## src/rtl/bldc_pkg.sv

```systemverilog
// Shared types, constants and decode helpers for the six-step BLDC commutator.
// Pattern words are {hi[2:0], lo[2:0]} with leg order {C,B,A}.
package bldc_pkg;

    typedef enum logic [1:0] {
        ST_IDLE,
        ST_DEAD,
        ST_RUN,
        ST_FAULT
    } state_e;

    localparam logic [2:0] SECTOR_NONE = 3'd7;

    // Forward drive per sector: s0 A+B-, s1 A+C-, s2 B+C-, s3 B+A-, s4 C+A-, s5 C+B-
    localparam logic [5:0] FWD_TABLE [6] = '{
        6'b001_010,
        6'b001_100,
        6'b010_100,
        6'b010_001,
        6'b100_001,
        6'b100_010
    };

    function automatic logic [2:0] hall_to_sector(input logic [2:0] code);
        case (code)
            3'b001:  return 3'd0;
            3'b101:  return 3'd1;
            3'b100:  return 3'd2;
            3'b110:  return 3'd3;
            3'b010:  return 3'd4;
            3'b011:  return 3'd5;
            default: return SECTOR_NONE;
        endcase
    endfunction

    // Reverse rotation drives the same legs with high and low sides swapped.
    function automatic logic [5:0] sector_pattern(input logic [2:0] sector, input logic rev);
        logic [5:0] fwd;
        fwd = (sector < 3'd6) ? FWD_TABLE[sector] : 6'b000_000;
        return rev ? {fwd[2:0], fwd[5:3]} : fwd;
    endfunction

endpackage

```

## src/rtl/bldc_hall_filter.sv

```systemverilog
// Hall input 2-flop synchroniser plus debounce; code_o follows after DEBOUNCE stable samples.
// Latency 2 + DEBOUNCE cycles from a Hall edge to code_o; no backpressure.
module bldc_hall_filter
    import bldc_pkg::*;
#(
    parameter int DEBOUNCE = 4
) (
    input  logic       clk_i,
    input  logic       rst_i,
    input  logic [2:0] hall_i,
    output logic [2:0] code_o
);

    localparam logic [8:0] DB_LEN = 9'(DEBOUNCE);

    logic [2:0] sync1_q, sync2_q, cand_q, code_q;
    logic [7:0] cnt_q;
    logic [8:0] run_len;

    // run_len counts consecutive identical synchronised samples including this one
    assign run_len = (sync2_q == cand_q) ? ({1'b0, cnt_q} + 9'd1) : 9'd1;

    always_ff @(posedge clk_i) begin
        if (rst_i) begin
            sync1_q <= 3'b000;
            sync2_q <= 3'b000;
            cand_q  <= 3'b000;
            cnt_q   <= 8'd0;
            code_q  <= 3'b000;
        end else begin
            sync1_q <= hall_i;
            sync2_q <= sync1_q;
            cand_q  <= sync2_q;
            cnt_q   <= (run_len >= DB_LEN) ? DB_LEN[7:0] : run_len[7:0];
            if (run_len >= DB_LEN) begin
                code_q <= sync2_q;
            end
        end
    end

    assign code_o = code_q;

endmodule

```

## src/rtl/bldc_commutator.sv

```systemverilog
// Six-step BLDC commutator: Hall filter, sector FSM with dead time, PWM-chopped high side, fault latch.
// Gates change the cycle after the filtered code; optional BLDC_SPEED_EN adds the commutation period counter.
module bldc_commutator
    import bldc_pkg::*;
#(
    parameter int DEBOUNCE = 4,
    parameter int DEADTIME = 8,
    parameter int PWM_W    = 8,
    parameter int PER_W    = 20
) (
    input  logic             clk_i,
    input  logic             rst_i,
    input  logic             enable_i,
    input  logic             dir_i,
    input  logic [2:0]       hall_i,
    input  logic [PWM_W-1:0] duty_i,
    input  logic             fault_clr_i,
    output logic [2:0]       hi_o,
    output logic [2:0]       lo_o,
    output logic [2:0]       sector_o,
    output logic             comm_o,
    output logic             fault_o,
    output logic [PER_W-1:0] period_o
);

    localparam logic [7:0] DEAD_LEN = 8'(DEADTIME);

    logic [2:0]       filt_code, filt_sector;
    logic             filt_valid, retarget, pwm_on;
    logic [5:0]       tgt_pat, dead_hold, dead_run, dead_retgt;
    logic [2:0]       pwm_mask;
    state_e           state_q;
    logic [5:0]       old_pat_q, new_pat_q;
    logic [2:0]       code_q;
    logic             dir_q;
    logic [7:0]       dead_cnt_q;
    logic [PWM_W-1:0] pwm_cnt_q;
    logic [2:0]       hi_q, lo_q, sector_q;
    logic             comm_q, fault_q;

    bldc_hall_filter #(
        .DEBOUNCE(DEBOUNCE)
    ) u_hall_filter (
        .clk_i  (clk_i),
        .rst_i  (rst_i),
        .hall_i (hall_i),
        .code_o (filt_code)
    );

    assign filt_sector = hall_to_sector(filt_code);
    assign filt_valid  = (filt_sector != SECTOR_NONE);
    assign tgt_pat     = sector_pattern(filt_sector, dir_i);
    assign retarget    = (filt_code != code_q) || (dir_i != dir_q);
    assign pwm_on      = (pwm_cnt_q < duty_i);
    assign pwm_mask    = {3{pwm_on}};

    // Dead-time drive keeps only switches common to both patterns, so turn-offs happen at once
    assign dead_hold  = old_pat_q & new_pat_q;
    assign dead_run   = new_pat_q & tgt_pat;
    assign dead_retgt = old_pat_q & tgt_pat;

    always_ff @(posedge clk_i) begin
        if (rst_i) begin
            pwm_cnt_q <= '0;
        end else begin
            pwm_cnt_q <= pwm_cnt_q + 1'b1;
        end
    end

    always_ff @(posedge clk_i) begin
        if (rst_i) begin
            state_q    <= ST_IDLE;
            old_pat_q  <= 6'b0;
            new_pat_q  <= 6'b0;
            code_q     <= 3'b000;
            dir_q      <= 1'b0;
            dead_cnt_q <= 8'd0;
            hi_q       <= 3'b000;
            lo_q       <= 3'b000;
            sector_q   <= SECTOR_NONE;
            comm_q     <= 1'b0;
            fault_q    <= 1'b0;
        end else if (!enable_i && state_q != ST_FAULT) begin
            state_q  <= ST_IDLE;
            hi_q     <= 3'b000;
            lo_q     <= 3'b000;
            sector_q <= SECTOR_NONE;
            comm_q   <= 1'b0;
        end else if (!filt_valid && state_q != ST_FAULT) begin
            state_q  <= ST_FAULT;
            hi_q     <= 3'b000;
            lo_q     <= 3'b000;
            sector_q <= SECTOR_NONE;
            comm_q   <= 1'b0;
            fault_q  <= 1'b1;
        end else begin
            case (state_q)
                ST_IDLE: begin
                    state_q    <= ST_DEAD;
                    old_pat_q  <= 6'b0;
                    new_pat_q  <= tgt_pat;
                    code_q     <= filt_code;
                    dir_q      <= dir_i;
                    dead_cnt_q <= 8'd1;
                    hi_q       <= 3'b000;
                    lo_q       <= 3'b000;
                    sector_q   <= filt_sector;
                    comm_q     <= 1'b1;
                end
                ST_DEAD: begin
                    if (retarget) begin
                        // Restart dead time toward the newest pattern; old_pat_q is what last drove
                        new_pat_q  <= tgt_pat;
                        code_q     <= filt_code;
                        dir_q      <= dir_i;
                        dead_cnt_q <= 8'd1;
                        hi_q       <= dead_retgt[5:3] & pwm_mask;
                        lo_q       <= dead_retgt[2:0];
                        sector_q   <= filt_sector;
                        comm_q     <= (filt_code != code_q);
                    end else if (dead_cnt_q >= DEAD_LEN) begin
                        state_q <= ST_RUN;
                        hi_q    <= new_pat_q[5:3] & pwm_mask;
                        lo_q    <= new_pat_q[2:0];
                        comm_q  <= 1'b0;
                    end else begin
                        dead_cnt_q <= dead_cnt_q + 8'd1;
                        hi_q       <= dead_hold[5:3] & pwm_mask;
                        lo_q       <= dead_hold[2:0];
                        comm_q     <= 1'b0;
                    end
                end
                ST_RUN: begin
                    if (retarget) begin
                        state_q    <= ST_DEAD;
                        old_pat_q  <= new_pat_q;
                        new_pat_q  <= tgt_pat;
                        code_q     <= filt_code;
                        dir_q      <= dir_i;
                        dead_cnt_q <= 8'd1;
                        hi_q       <= dead_run[5:3] & pwm_mask;
                        lo_q       <= dead_run[2:0];
                        sector_q   <= filt_sector;
                        comm_q     <= (filt_code != code_q);
                    end else begin
                        hi_q   <= new_pat_q[5:3] & pwm_mask;
                        lo_q   <= new_pat_q[2:0];
                        comm_q <= 1'b0;
                    end
                end
                ST_FAULT: begin
                    hi_q     <= 3'b000;
                    lo_q     <= 3'b000;
                    sector_q <= SECTOR_NONE;
                    comm_q   <= 1'b0;
                    fault_q  <= 1'b1;
                    if (fault_clr_i && filt_valid) begin
                        state_q <= ST_IDLE;
                        fault_q <= 1'b0;
                    end
                end
                default: begin
                    state_q <= ST_IDLE;
                end
            endcase
        end
    end

`ifdef BLDC_SPEED_EN
    logic [PER_W-1:0] per_cnt_q, period_q;

    always_ff @(posedge clk_i) begin
        if (rst_i) begin
            per_cnt_q <= '0;
            period_q  <= '0;
        end else if (state_q == ST_IDLE || state_q == ST_FAULT) begin
            per_cnt_q <= '0;
        end else if (comm_q) begin
            period_q  <= per_cnt_q;
            per_cnt_q <= PER_W'(1);
        end else if (per_cnt_q != '1) begin
            per_cnt_q <= per_cnt_q + 1'b1;
        end
    end

    assign period_o = period_q;
`else
    assign period_o = '0;
`endif

    assign hi_o     = hi_q;
    assign lo_o     = lo_q;
    assign sector_o = sector_q;
    assign comm_o   = comm_q;
    assign fault_o  = fault_q;

endmodule

```

## config.mk

```make
export PLATFORM = sky130hd
export DESIGN_NAME = bldc_commutator
export DESIGN_NICKNAME = d
export VERILOG_FILES = /design/src/rtl/bldc_pkg.sv /design/src/rtl/bldc_hall_filter.sv /design/src/rtl/bldc_commutator.sv
export SDC_FILE = /design/constraint.sdc
export NUM_CORES = 1
export LEC_CHECK = 0
export CORE_ASPECT_RATIO = 1.4
export CORE_UTILIZATION = 59
export CTS_CLUSTER_SIZE = 14
export DETAILED_ROUTE_END_ITERATION = 6
export PLACE_DENSITY = 0.9
export SLEW_MARGIN = 25
export SYNTH_ARGS = -nofsm -noshare
export SYNTH_HDL_FRONTEND = slang
export SYNTH_HIERARCHICAL = 1
export SYNTH_SLANG_ARGS = --single-unit
```

## constraint.sdc

```tcl
create_clock -name clk_i -period 4.65 [get_ports clk_i]
set_input_delay 0.465 -clock clk_i [delete_from_list [all_inputs] [get_ports clk_i]]
set_output_delay 0.465 -clock clk_i [all_outputs]
set_load 0.005 [all_outputs]
```

==> results.py, run 1 <==
metrics = {
    "outcome": {
        "outcome": "completed",
    },
    "placement": {
        "placed_cells": 442,
        "place_congestion": 0.8621,
        "port_buffers": 26,
        "hpwlAfterDp_mm": 4.886,
    },
    "routing": {
        "dr_total_vias": 2578,
        "drt_first_pass_iters": 4,
        "dr.max_layer_used": "met4",
        "drt-initial-drc-count": 145,
        "met3_length_um": 301,
        "antenna_left": 0,
        "wl_met1_mm": 2.540,
        "drc": 0,
        "drt-total-wl_mm": 6.599,
        "via_per_inst": 5.641,
        "wl_met2_mm": 3.545,
        "routedWlPerCell_um": 14.44,
    },
    "logic_synthesis": {
        "syn_area_per_cell_um2": 9.112,
        "synth-edff-count": 0,
        "synth_cell_types": 61,
        "ys.flop_type": "dfxtp_1",
        "syn_inst": 361,
        "seq_area_frac_synth": 0.3956,
        "synthesis.area_um2": 3289,
        "async_flop_share": 0,
        "yosys_warnings": 6,
        "synth_seq_cells": 65,
    },
    "pwr": {
        "ir_drop_uv": 244.9,
        "intPower_w": 0.0008784,
        "leakagePower_nw": 1.453,
        "p_seq_frac": 0.500,
        "total_power_w": 0.001184,
        "powerDensity_nw_per_um2": 323.6,
        "pwr-share-clk": 0.374,
        "p_switching_w": 0.0003058,
        "p_sw_frac": 0.2582,
        "pwr-share-comb": 0.127,
    },
    "sta": {
        "timing.setup.tns_ps": 0,
        "skew_ps": 9.452,
        "final-hold-violation-count": 0,
        "finalCriticalPeriod_ps": 2443,
        "holdWs_ps": 440.4,
        "maxSlewViolCount": 0,
        "timing.slew.headroom": 0.4484,
        "tightestPinTransition_ps": 824.7,
        "timing.fmax_mhz": 409.4,
        "fin_crit_sh": 0.5253,
        "setup_viol": 0,
        "rsz0062_at_grt": "no",
    },
    "cts": {
        "cts_tree": "built",
        "post_cts_buffers": 0,
        "clockRootBuffer": "clkbuf_8",
        "cts_resized": 0,
        "cts_made_buffers": 9,
        "clock_latency_ps": 350,
        "clock-sinks": 65,
        "postCtsHoldBufs": 0,
        "htreeDepth": 3,
        "clock_path_buffers": 2,
        "clk_pin_slew_ps": 70,
    },
    "critical_path": {
        "reg2reg_from": "u_hall_filter/code_o[1]",
        "cp_max_fo": 8,
        "critPathKind": "in2reg",
        "cp_data_required_time_ps": 4870,
        "worstSetupStartpointType": "primary input",
        "startpoint": "dir_i",
        "arrival_ps": 2660,
        "cp-end-kind": "register",
    },
    "layout": {
        "fin_nets": 418,
        "antennaDiodeCount": 0,
        "final_util": 0.6938,
        "area_delta_synth_final_pct": 11.26,
        "finalNonFillerCells": 457,
        "drive_gt1_frac": 0.09719,
    },
    "worst_hold_path": {
        "hold_path.class": "reg2reg",
        "hp-start": "u_hall_filter/sync1_q[1]",
    },
    "die": {
        "ioPinCount": 47,
        "die_w_um": 65.11,
        "coreArea_um2": 5275,
        "die_h_um": 90.35,
        "rows": 31,
        "initial_utilization": 0.6236,
        "die_area_um2": 5882,
    },
    "global_route": {
        "grt_pass1_wl_mm": 11.05,
        "overflow": 0,
        "grt_pass1_vias": 2514,
        "grt_max_degree": 47,
        "antenna_found_initial": 0,
        "grtUsageTotal": 0.2471,
    },
    "run": {
        "cap_violations": 0,
    },
}
-- critical path, stage by stage --
cell and delay, ps:
clkdlybuf4s50_1 610, xnor2_1 190, nand4_1 420, o21ai_2 450, nor2_1 100, a2111oi_2 430
-- per-stage QoR --
stage | setup WS, ps | cell area [µm²]
2_1_floorplan | 2733 | 3376
3_3_place_gp | 2039 | 3483
3_5_place_dp | 1862 | 3483
4_1_cts | 2216 | 3660
5_1_grt | 2079 | 3660
6_report | 2207 | 3660
-- flip-flops by register name (all words and copies together), names as in the netlist --
name	cells
u_hall_filter/sync2_q	3
comm_o	1
dead_cnt_q	8
u_hall_filter/cand_q	3
u_hall_filter/code_o	3
code_q	3
hi_o	3
state_q	2
new_pat_q	6
fault_o	1
u_hall_filter/sync1_q	3
u_hall_filter/cnt_q	8
sector_o	3
old_pat_q	6
dir_q	1
lo_o	3
pwm_cnt_q	8
-- power groups by stage --
| stage | logic (W) | clock network [W] | registers, W |
|---|---|---|---|
| 5_1_grt | 0.000168 | 0.000479 | 0.000593 |
| 2_1_floorplan | 0.000128 | 0 | 0.000598 |
| 6_report | 0.000150 | 0.000442 | 0.000592 |
| 4_1_cts | 0.000150 | 0.000448 | 0.000591 |
| 3_3_place_gp | 0.000142 | 0 | 0.000602 |
| 3_5_place_dp | 0.000149 | 0 | 0.000603 |
-- routing by layer --
metal,vias up,global-route usage
li1,1270,-
met1,1202,0.2490
met2,83,0.4340
met3,23,0.07323
met4,0,0.1486
met5,-,0
-- cells in the mapped netlist, types with 2 or more instances --
cell,count,area (µm²)
a31oi_1,3,18.77
nor3b_1,2,15.01
clkbuf_1,7,26.28
o22ai_1,3,18.77
buf_2,2,10.01
inv_1,15,56.30
or2_2,2,12.51
buf_4,21,157.7
dfxtp_1,65,1301
conb_1,2,7.510
o21a_1,6,45.04
xnor2_1,9,78.83
a21oi_1,11,55.05
nor3_1,7,35.03
buf_6,4,45.04
a211oi_1,5,37.54
o2111ai_1,3,26.28
nor2_2,3,18.77
xor2_1,5,43.79
a22o_1,6,52.55
nand2b_1,4,25.02
nor2_1,41,153.9
nand2_1,17,63.81
o2bb2ai_1,3,26.28
o21ai_0,13,65.06
nand4_1,5,31.28
o21ai_1,2,10.01
o211ai_1,3,22.52
a21o_1,4,30.03
nand3_1,13,65.06
mux2i_1,8,80.08
and3_1,8,50.05
ha_1,15,187.7
a211oi_2,4,50.05
nor2b_1,14,87.58
-- area by class of cell --
class / count / area [µm²]
clock buffers: 11 / 131.4
clock inverters: 4 / 45.04
fillers: 430 / 1615
inverters: 15 / 56.30
multi-input cells: 269 / 1775
flip-flops and latches: 65 / 1301
well taps: 66 / 82.58
repair buffers: 27 / 267.8
-- path summary, 6_finish.rpt --
| path | endpoint | slack [ps] | cells after the start |
|---|---|---|---|
| worst min register to register | u_hall_filter/sync2_q[1] | 440 | 1 |
| worst min-delay path | u_hall_filter/sync2_q[1] | 440 | 1 |
| worst max register to register | hi_o[2] | 2220 | 5 |
| worst max-delay path | hi_o[2] | 2210 | 6 |
-- cells in the final DEF (no fill, tap or decap), drive strengths merged, types with 4 or more instances in the layout --
cell type	count
a211oi	10
a21o	4
a21oi	11
a22o	6
a31oi	4
and3	10
clkbuf	11
clkdlybuf4s50	26
conb	25
dfxtp	65
ha	15
inv	15
mux2i	8
nand2	17
nand2b	4
nand3	14
nand4	5
nor2	45
nor2b	14
nor3	7
o21a	6
o21ai	16
xnor2	9
xor2	5
-- cells by family (layout without fill, tap and decap cells) --
group / after synthesis / after routing / share of synthesized area
AO/OA/AOI/OAI: 79 / 79 / 0.1875
multiplexers: 9 / 9 / 0.02777
buffers and inverters: 50 / 57 / 0.09091
XOR/XNOR: 14 / 14 / 0.03728
flip-flops: 65 / 65 / 0.3956
adder cells (fa/ha/maj): 15 / 15 / 0.05706
other: 2 / 25 / 0.002283
AND/OR/NAND/NOR: 127 / 127 / 0.2016
(Power assumes the default switching activity.)
==> inputs of run 2 (changes only) <==
--- a/config.mk
+++ b/config.mk
@@ -6,10 +6,10 @@
 export NUM_CORES = 1
 export LEC_CHECK = 0
 export CORE_ASPECT_RATIO = 1.4
-export CORE_UTILIZATION = 59
+export CORE_UTILIZATION = 49
 export CTS_CLUSTER_SIZE = 14
 export DETAILED_ROUTE_END_ITERATION = 6
-export PLACE_DENSITY = 0.9
+export PLACE_DENSITY = 0.81
 export SLEW_MARGIN = 25
 export SYNTH_ARGS = -nofsm -noshare
 export SYNTH_HDL_FRONTEND = slang
==> constraint.sdc (replaced) <==
create_clock -name clk_i -period 2.2 [get_ports clk_i]
set_input_delay 0.22 -clock clk_i [delete_from_list [all_inputs] [get_ports clk_i]]
set_output_delay 0.22 -clock clk_i [all_outputs]
set_load 0.005 [all_outputs]
==> run 2 against run 1 <==
Effect of this change:
- the run now ends with design-rule violations left
- largest power group unchanged
- sequential power increased by 110%
- count of clock-buffer cells in the layout is 2 lower
- design area increased by 3.3%
- first-iteration DRC count shrank 19%
- routed wire length fell by 4.8%
- register-to-register slack worse by 2000 ps
- worst setup slack worse by 2000 ps
==> results.py, run 2 (synthesis results as in run 1) <==
metrics = {
    "placement": {
        "placed_cells": 459,
        "place_area_um2": 3586,
        "hpwlAfterDp_mm": 4.557,
        "port_buffers": 26,
        "place_congestion": 0.8180,
    },
    "cts": {
        "post_cts_buffers": 0,
        "clock_latency_ps": 350,
        "htreeDepth": 3,
        "cts_tree": "built",
        "clk_pin_slew_ps": 70,
        "clockRootBuffer": "clkbuf_8",
        "cts_resized": 0,
        "clock-sinks": 65,
        "cts_made_buffers": 9,
        "postCtsHoldBufs": 0,
        "clock_path_buffers": 2,
    },
    "pwr": {
        "p_seq_frac": 0.485,
        "leakagePower_nw": 1.504,
        "total_power_w": 0.002573,
        "p_switching_w": 0.0006891,
        "powerDensity_nw_per_um2": 680.5,
        "intPower_w": 0.001884,
        "pwr-share-clk": 0.381,
        "ir_drop_uv": 503.0,
        "pwr-share-comb": 0.134,
        "p_sw_frac": 0.2678,
    },
    "sta": {
        "timing.slew.headroom": 0.6313,
        "timing.setup.tns_ps": 0,
        "skew_ps": 4.796,
        "timing.fmax_mhz": 503.5,
        "setup_viol": 0,
        "tightestPinTransition_ps": 547.1,
        "rsz0062_at_grt": "no",
        "maxSlewViolCount": 0,
        "final-hold-violation-count": 0,
        "finalCriticalPeriod_ps": 1986,
        "fin_crit_sh": 0.9027,
    },
    "die": {
        "rows": 35,
        "die_w_um": 71.25,
        "ioPinCount": 47,
        "die_area_um2": 7049,
        "die_h_um": 98.95,
        "initial_utilization": 0.5041,
        "coreArea_um2": 6525,
    },
    "routing": {
        "drc": 6,
        "routedWlPerCell_um": 13.22,
        "antenna_left": 0,
        "drt-total-wl_mm": 6.281,
        "drt-initial-drc-count": 117,
        "via_per_inst": 5.375,
        "drt_first_pass_iters": 6,
        "dr_total_vias": 2553,
    },
    "critical_path": {
        "reg2reg_slack_ps": 210,
        "arrival_ps": 2230,
        "critPathKind": "reg2reg",
        "worstSetupStartpointType": "register",
        "cp_data_required_time_ps": 2450,
        "cp-end-kind": "register",
        "cp_max_fo": 13,
    },
    "layout": {
        "fin_nets": 427,
        "reg_top3": "dead_cnt_q x8, pwm_cnt_q x8, u_hall_filter/cnt_q x8",
        "layout_commonest_cell": "dfxtp_1",
        "antennaDiodeCount": 0,
        "final_cell_mix": "65 x dfxtp_1, 41 x nor2_1, 26 x clkdlybuf4s50_1",
        "final_area_um2": 3781,
        "area_delta_synth_final_pct": 14.95,
        "finalNonFillerCells": 475,
        "drive_gt1_frac": 0.1247,
    },
    "global_route": {
        "grt_pass1_wl_mm": 10.47,
        "overflow": 0,
        "grt_pass1_vias": 2516,
        "grtUsageTotal": 0.1893,
        "grt_max_degree": 47,
        "antenna_found_initial": 0,
    },
    "run": {
        "cap_violations": 0,
    },
    "outcome": {
        "outcome": "complete, but fails checks",
        "failed_checks": "design-rule violations",
    },
    "worst_hold_path": {
        "hold_path.class": "in2reg",
    },
}
## run 2: layout make-up
cell class                      instances  area, µm²
Clock buffer                            9      123.9
Fill cell                             575       2744
Sequential cell                        65       1301
Inverter                               15      56.30
Multi-Input combinational cell        269       1775
Tap cell                               74      92.59
Timing Repair Buffer                   36      360.3
Clock inverter                          7      71.32
## run 2: stage by stage
stage | util | hold slack (ps) | setup slack (ps)
CTS | 0.5795 | 410.1 | 207.6
global route | 0.5795 | 420.8 | 112.7
floorplan | - | 303.1 | 360.7
detailed placement | 0.5496 | 427.1 | 143.1
finish | 0.5795 | 421.8 | 214.0
global placement | 0.5496 | 420.1 | 174.7
## run 2: critical path, cell delays in order (launching register included)
cell,delay (ps)
dfxtp_1,600
or3_4,240
a31oi_4,90
or4b_1,530
a21o_1,220
a2111oi_2,210
## run 2: final timing paths
| kind | startpoint | end | cells past startpoint |
|---|---|---|---|
| max | u_hall_filter/code_o[2] | hi_o[2] | 5 |
| min reg2reg | u_hall_filter/sync1_q[0] | u_hall_filter/sync2_q[0] | 1 |
| max reg2reg | u_hall_filter/code_o[2] | hi_o[2] | 5 |
| min | hall_i[0] | u_hall_filter/sync1_q[0] | 2 |
## run 2: metal layers
| layer | share of wire | GRT usage | vias up |
|---|---|---|---|
| met5 | 0 | 0 | - |
| met4 | 0.032 | 0.1292 | 0 |
| met3 | 0.031 | 0.03476 | 15 |
| met2 | 0.53 | 0.3465 | 47 |
| met1 | 0.41 | 0.1901 | 1199 |
| li1 | - | - | 1292 |
## run 2: power by group through the flow
stage / registers (W) / logic (W) / clock network (W)
after floorplan: 0.00126 / 0.000270 / 0
after global placement: 0.00127 / 0.000333 / 0
after detailed placement: 0.00127 / 0.000341 / 0
after CTS: 0.00125 / 0.000343 / 0.00101
after global routing: 0.00125 / 0.000382 / 0.00106
final: 0.00125 / 0.000344 / 0.000981
